<file path="src/rtl/fire4_scheduler_if.sv">
// Handshake bundle between the fire4 scheduler, its three engines and the output RAM.
// The scheduler takes the slave view; engines/RAM side (or a bench) takes the master view.
interface fire4_scheduler_if #(
    parameter int AW = 11
);
    logic          start;
    logic          sq_finish;
    logic          e1_sample;
    logic          e3_sample;
    logic          e1_finish;
    logic          e3_finish;
    logic          sq_en;
    logic          e1_en;
    logic          e3_en;
    logic          wr_en;
    logic          wr_sel;
    logic [AW-1:0] wr_addr;
    logic          ram_feedback;
    logic          busy;
    logic          done;
    logic          err;

    modport slave (
        input  start, sq_finish, e1_sample, e3_sample, e1_finish, e3_finish,
        output sq_en, e1_en, e3_en, wr_en, wr_sel, wr_addr, ram_feedback, busy, done, err
    );

    modport master (
        output start, sq_finish, e1_sample, e3_sample, e1_finish, e3_finish,
        input  sq_en, e1_en, e3_en, wr_en, wr_sel, wr_addr, ram_feedback, busy, done, err
    );
endinterface

</file>
<file path="src/rtl/fire4_scheduler.sv">
// Fire4 sequencer: squeeze, then expand1x1/expand3x3 in parallel, with a round-robin
// arbiter serialising both engines' output vectors onto the single RAM write port.
module fire4_scheduler #(
    parameter int WOUT = 32,
    parameter int AW   = $clog2(WOUT*WOUT) + 1
) (
    input  logic               clk,
    input  logic               rst,
    fire4_scheduler_if.slave   bus
);
    localparam int NPIX = WOUT * WOUT;
    localparam int PW   = AW - 1;

    typedef enum logic [1:0] {IDLE, SQUEEZE, EXPAND, DONE} state_t;

    state_t          state_q, state_d;
    logic [1:0]      pend1_q, pend1_d, pend3_q, pend3_d;
    logic [PW-1:0]   pix1_q, pix3_q;
    logic            wrap1_q, wrap3_q;
    logic            f1_q, f3_q;
    logic            last3_q;
    logic            err_q;

    logic            accept, enter_exp, enter_done, bad_count;
    logic            s1, s3, g1, g3, ovf1, ovf3;

    function automatic logic [1:0] pend_next(input logic [1:0] p, input logic s, input logic g);
        pend_next = p;
        if (s && !g && p != 2'd2) pend_next = p + 2'd1;
        else if (g && !s)         pend_next = p - 2'd1;
    endfunction

    // ---------------- FSM: state register
    always_ff @(posedge clk or negedge rst) begin
        if (!rst) state_q <= IDLE;
        else      state_q <= state_d;
    end

    // ---------------- FSM: next state
    always_comb begin
        state_d = state_q;
        case (state_q)
            IDLE:    if (bus.start)     state_d = SQUEEZE;
            SQUEEZE: if (bus.sq_finish) state_d = EXPAND;
            EXPAND:  if (f1_q && f3_q)  state_d = DONE;
            default:                    state_d = IDLE;
        endcase
    end

    // ---------------- FSM: outputs (decoded straight from the state flops)
    always_comb begin
        bus.busy  = (state_q != IDLE);
        bus.sq_en = (state_q == SQUEEZE);
        bus.e1_en = (state_q == EXPAND);
        bus.e3_en = (state_q == EXPAND);
        bus.done  = (state_q == DONE);
    end

    assign accept     = (state_q == IDLE) && bus.start;
    assign enter_exp  = (state_q == SQUEEZE) && bus.sq_finish;
    assign enter_done = (state_q == EXPAND) && (state_d == DONE);
    // A wrapped counter sitting at zero means exactly NPIX vectors were written.
    assign bad_count  = !(wrap1_q && pix1_q == '0) || !(wrap3_q && pix3_q == '0);

    // Engines pulse samples even when disabled, so only EXPAND counts them.
    assign s1 = (state_q == EXPAND) && bus.e1_sample;
    assign s3 = (state_q == EXPAND) && bus.e3_sample;

    // On a tie the source not granted last wins.
    assign g1 = (pend1_q != 2'd0) && ((pend3_q == 2'd0) || last3_q);
    assign g3 = (pend3_q != 2'd0) && ((pend1_q == 2'd0) || !last3_q);

    assign ovf1 = s1 && !g1 && (pend1_q == 2'd2);
    assign ovf3 = s3 && !g3 && (pend3_q == 2'd2);

    assign pend1_d = pend_next(pend1_q, s1, g1);
    assign pend3_d = pend_next(pend3_q, s3, g3);

    always_ff @(posedge clk or negedge rst) begin
        if (!rst) begin
            pend1_q <= '0;
            pend3_q <= '0;
            pix1_q  <= '0;
            pix3_q  <= '0;
            wrap1_q <= 1'b0;
            wrap3_q <= 1'b0;
            f1_q    <= 1'b0;
            f3_q    <= 1'b0;
            last3_q <= 1'b0;
            err_q   <= 1'b0;
        end else if (accept) begin
            pend1_q <= '0;
            pend3_q <= '0;
            pix1_q  <= '0;
            pix3_q  <= '0;
            wrap1_q <= 1'b0;
            wrap3_q <= 1'b0;
            err_q   <= 1'b0;
        end else begin
            pend1_q <= pend1_d;
            pend3_q <= pend3_d;
            if (g1) begin
                if (pix1_q == PW'(NPIX-1)) begin
                    pix1_q  <= '0;
                    wrap1_q <= 1'b1;
                end else begin
                    pix1_q  <= pix1_q + 1'b1;
                end
            end
            if (g3) begin
                if (pix3_q == PW'(NPIX-1)) begin
                    pix3_q  <= '0;
                    wrap3_q <= 1'b1;
                end else begin
                    pix3_q  <= pix3_q + 1'b1;
                end
            end
            if (g1 || g3) last3_q <= g3;
            if (ovf1 || ovf3 || (enter_done && bad_count)) err_q <= 1'b1;
            if (enter_exp) begin
                f1_q <= 1'b0;
                f3_q <= 1'b0;
            end else if (state_q == EXPAND) begin
                f1_q <= f1_q | bus.e1_finish;
                f3_q <= f3_q | bus.e3_finish;
            end
        end
    end

    assign bus.wr_en        = g1 | g3;
    assign bus.wr_sel       = g3;
    assign bus.wr_addr      = {g3, (g3 ? pix3_q : pix1_q)};
    assign bus.ram_feedback = (pend1_q != 2'd0) || (pend3_q != 2'd0);
    assign bus.err          = err_q;
endmodule

</file>
<file path="src/flat_wrapper.sv">
// flat-port wrapper written by rule: the top's interface ports become plain ports
module fire4_scheduler_flat 
#(
    parameter int WOUT = 32,
    parameter int AW   = $clog2(WOUT*WOUT) + 1
)
  (clk, rst, bus_start, bus_sq_finish, bus_e1_sample, bus_e3_sample, bus_e1_finish, bus_e3_finish, bus_sq_en, bus_e1_en, bus_e3_en, bus_wr_en, bus_wr_sel, bus_wr_addr, bus_ram_feedback, bus_busy, bus_done, bus_err);
  fire4_scheduler_if #(.AW(AW)) bus_i ();
  input  logic clk;
  input  logic rst;
  input wire logic [$bits(bus_i.start)-1:0] bus_start;
  input wire logic [$bits(bus_i.sq_finish)-1:0] bus_sq_finish;
  input wire logic [$bits(bus_i.e1_sample)-1:0] bus_e1_sample;
  input wire logic [$bits(bus_i.e3_sample)-1:0] bus_e3_sample;
  input wire logic [$bits(bus_i.e1_finish)-1:0] bus_e1_finish;
  input wire logic [$bits(bus_i.e3_finish)-1:0] bus_e3_finish;
  output wire logic [$bits(bus_i.sq_en)-1:0] bus_sq_en;
  output wire logic [$bits(bus_i.e1_en)-1:0] bus_e1_en;
  output wire logic [$bits(bus_i.e3_en)-1:0] bus_e3_en;
  output wire logic [$bits(bus_i.wr_en)-1:0] bus_wr_en;
  output wire logic [$bits(bus_i.wr_sel)-1:0] bus_wr_sel;
  output wire logic [$bits(bus_i.wr_addr)-1:0] bus_wr_addr;
  output wire logic [$bits(bus_i.ram_feedback)-1:0] bus_ram_feedback;
  output wire logic [$bits(bus_i.busy)-1:0] bus_busy;
  output wire logic [$bits(bus_i.done)-1:0] bus_done;
  output wire logic [$bits(bus_i.err)-1:0] bus_err;
  assign bus_i.start = bus_start;
  assign bus_i.sq_finish = bus_sq_finish;
  assign bus_i.e1_sample = bus_e1_sample;
  assign bus_i.e3_sample = bus_e3_sample;
  assign bus_i.e1_finish = bus_e1_finish;
  assign bus_i.e3_finish = bus_e3_finish;
  assign bus_sq_en = bus_i.sq_en;
  assign bus_e1_en = bus_i.e1_en;
  assign bus_e3_en = bus_i.e3_en;
  assign bus_wr_en = bus_i.wr_en;
  assign bus_wr_sel = bus_i.wr_sel;
  assign bus_wr_addr = bus_i.wr_addr;
  assign bus_ram_feedback = bus_i.ram_feedback;
  assign bus_busy = bus_i.busy;
  assign bus_done = bus_i.done;
  assign bus_err = bus_i.err;
  fire4_scheduler #(.WOUT(WOUT), .AW(AW)) u_core (.clk(clk), .rst(rst), .bus(bus_i));
endmodule
</file>
<file path="config.mk">
export PLATFORM = sky130hd
export DESIGN_NAME = fire4_scheduler_flat
export DESIGN_NICKNAME = d
export VERILOG_FILES = /design/src/rtl/fire4_scheduler_if.sv /design/src/rtl/fire4_scheduler.sv /design/src/flat_wrapper.sv
export SDC_FILE = /design/constraint.sdc
export NUM_CORES = 1
export LEC_CHECK = 0
export CORE_UTILIZATION = 35
export DETAILED_ROUTE_END_ITERATION = 10
export GPL_ROUTABILITY_DRIVEN = 1
export GPL_TIMING_DRIVEN = 0
export PLACE_DENSITY = 0.62
export RECOVER_POWER = 25
export SYNTH_ARGS = -nofsm -noshare
export SYNTH_HDL_FRONTEND = slang
export SYNTH_SLANG_ARGS = --single-unit
</file>
<file path="constraint.sdc">
create_clock -name clk -period 3.67 [get_ports clk]
set_clock_uncertainty 0.1 [all_clocks]
set_input_delay 0.5505 -clock clk [delete_from_list [all_inputs] [get_ports clk]]
set_output_delay 0.5505 -clock clk [all_outputs]
set_load 0.1 [all_outputs]
</file>
==> impl_metrics.tcl <==
set metrics [dict create \
    status "finished with violations" \
    violations "capacitance limit, slew limit" \
    routed_wl_um 5000 \
    synth_common_cells "nand2_1 (44), dfrtp_1 (32), nor2_1 (18)" \
    timing.max_slew.rel_slack -0.192 \
    rsz0062_at_grt "false" \
    syn_inst 238 \
    num_rows 27 \
    slew_viol_final 33 \
    synth_area_leaders "dfrtp_1 (40%), nand2_1 (8.3%), nand3_1 (3.8%)" \
    overflow 0 \
    worst-endpoint-required_ns 3.02 \
    portBuffers 27 \
    io_pins 28 \
    grt_antenna_before_repair 0 \
    worstPathCellList "buf_2 > o21ai_2 > nand2_1 > inv_1 > buf_4 > nand2_1 > nand2_1 > clkdlybuf4s50_1" \
    crit_type "flip-flop to primary output" \
    hold_path.class "flip-flop to flip-flop" \
    whs_path_depth 1 \
    grt_max_degree 33 \
    routedWlPerCell_um 14.5 \
    fp.dieH_um 77.5 \
    clock_sinks 32 \
    gp_congestion 0.787 \
    clk_pin_slew_ns 0.06 \
    slowest_stage "clkdlybuf4s50_1" \
    synth_most_common_cell "nand2_1" \
    grt_pass1_vias 1769 \
    drc 0 \
    cts_buffers 5 \
    fin_util 0.441 \
    dr.pass1.iters 4 \
    rrSetupSlack_ns 1.59 \
    crit_path_max_incr_delay_ns 1.12 \
    cts_setup_buffers 0 \
    diodes 0 \
    clock_path_buffers 2 \
    dp_hpwl_um 3620 \
    clk_latency_ns 0.29 \
    cts_tree "built" \
    cts-root-buf "clkbuf_8" \
    maxCapViolations 1 \
    layout-drive-gt1-share 0.103 \
    cts_hold_buf 0 \
    critPathLaunchType "flip-flop" \
    synth-main-ff-cell "dfrtp_1" \
    async_reset_ff_frac 1.00 \
    die-area_mm2 0.00600 \
    die_width_um 77.5 \
    fmaxAchievable_mhz 285 \
    final_area_mm2 0.00243 \
    yosysTopAreaCell "dfrtp_1" \
    finalCritPeriodShare 0.956 \
    synth_edf_count 0 \
    postLayoutSetupSlackWorst_ns 0.163 \
    tns_ns 0 \
    vias_per_cell 5.23 \
    synth_fp_nets 250 \
    grtUsageTotal 0.185 \
    final_nets 284 \
    yosys.area.top_type_share 0.402 \
    endpoint_kind "primary output" \
    initial_core_util 0.362 \
    reg2reg_to "u_core.pix1_q[4]" \
    ys_warn_count 0 \
    hold_path_end "u_core.wrap1_q" \
    hp-start "u_core.wrap1_q" \
    r2r-start "u_core.state_q[0]" \
    area_growth_pct 21.8 \
    grt_pass1_wl_um 8550 \
    synthesis.area_mm2 0.00199 \
    cp_max_fo 10 \
    fin_crit_ns 3.51 \
    coreArea_mm2 0.00551 \
    multiInputGateArea_mm2 0.00109 \
    fillers 566 \
    path_common_cell "nand2_1" \
    cts_max_level 2 \
    syn_avg_cell_area_um2 8.37 \
    synth-seq-cells 32 \
    hold_viol 0 \
    cp.arrival_ns 2.86 \
    seq_area_um2 801 \
    dp_slack_ns 0.231 \
    setup_viol 0 \
    num_vias 1804 \
    synth_cell_types 49 \
    synth_seq_area_share 0.402 \
    drt_iter0_drc 147 \
    worst_slew_pin_slew_ns 1.79 \
    r2r_cells 5 \
    post_dp_cell_area_mm2 0.00235 \
    ant_nets 0 \
]
==> layout by cell type (no fill, tap or decap), types with 3 or more instances in the layout <==
master            n
a211oi_1          4
a21oi_1          12
and2_1            3
and3_1            4
buf_2             6
buf_4             3
clkbuf_1          6
clkbuf_8          6
clkdlybuf4s50_1  15
dfrtp_1          32
dlygate4sd2_1    10
ha_1              4
inv_1             9
mux2i_1           3
nand2_1          44
nand3_1          15
nand4_1           5
nor2_1           18
nor3_1            3
nor4_1            4
nor4b_1           4
o21ai_0          11
o21ai_1           3
or4_1             3
xnor2_1           3
xor2_1            6
==> logic make-up after synthesis <==
family                   after synthesis  synth area share
flip-flops                            32             0.402
buffers and inverters                 23            0.0534
adder cells (fa/ha/maj)                4            0.0251
AO/OA/AOI/OAI                         47             0.158
AND/OR/NAND/NOR                      120             0.308
multiplexers                           3            0.0151
XOR/XNOR                               9            0.0396
==> worst max path at each step <==
stage                 endpoint  slack [ns]         startpoint
4_1_cts         bus_wr_addr[0]        0.03  u_core.pend3_q[1]
5_1_grt         bus_wr_addr[5]        0.01  u_core.pend1_q[1]
3_5_place_dp   bus_wr_addr[10]        0.23  u_core.pend1_q[0]
3_3_place_gp    bus_wr_addr[4]        0.19  u_core.pend1_q[0]
6_report        bus_wr_addr[7]        0.16  u_core.pend1_q[0]
2_1_floorplan   bus_wr_addr[0]       -0.18  u_core.pend3_q[1]
==> cell type report <==
class	instances	share of cell area
multi-input combinational	183	0.447
clock buffer	8	0.0371
tap	72	0.0371
buffer	14	0.0299
timing repair buffer	27	0.105
sequential	32	0.330
inverter	9	0.0139
==> flip-flops by register name, summed over array words and instances, names as in the netlist <==
name,cells
u_core.pix1_q,10
u_core.pix3_q,10
u_core.pend1_q,2
u_core.pend3_q,2
u_core.state_q,2
u_core.bus.err,1
u_core.f1_q,1
u_core.f3_q,1
u_core.last3_q,1
u_core.wrap1_q,1
u_core.wrap3_q,1
==> through the flow <==
step | hold slack, ns | instances
finish | 0.388 | 345
global route | 0.417 | 345
CTS | 0.246 | 345
detailed placement | 0.376 | 337
global placement | 0.365 | 337
floorplan | 0.155 | 238
==> metal layers <==
metal  GRT usage  wire length, um  vias to the layer above
met1       0.250             2480                      858
met2       0.288             2280                       36
met5           0                0                        -
li1            -                -                      904
met4      0.0566               64                        0
met3      0.0459              174                        6
==> critical path: cells and delay by family (launching register included) <==
family,cells,cell delay (ns)
buffers and inverters,4,1.69
DFF,1,0.35
and+or+nand+nor,3,0.28
AOI/OAI and AO/OA,1,0.23
==> repair_timing <==
action                                  CTS  global route
endpoints found under the setup margin   10             1
resized for setup                        10             1
pin swaps                                 0             0
gates cloned                              0             0
Power is left out: the tool's default activity adds up to more than one toggle a clock period on the data nets, which glitch-free logic cannot reach.
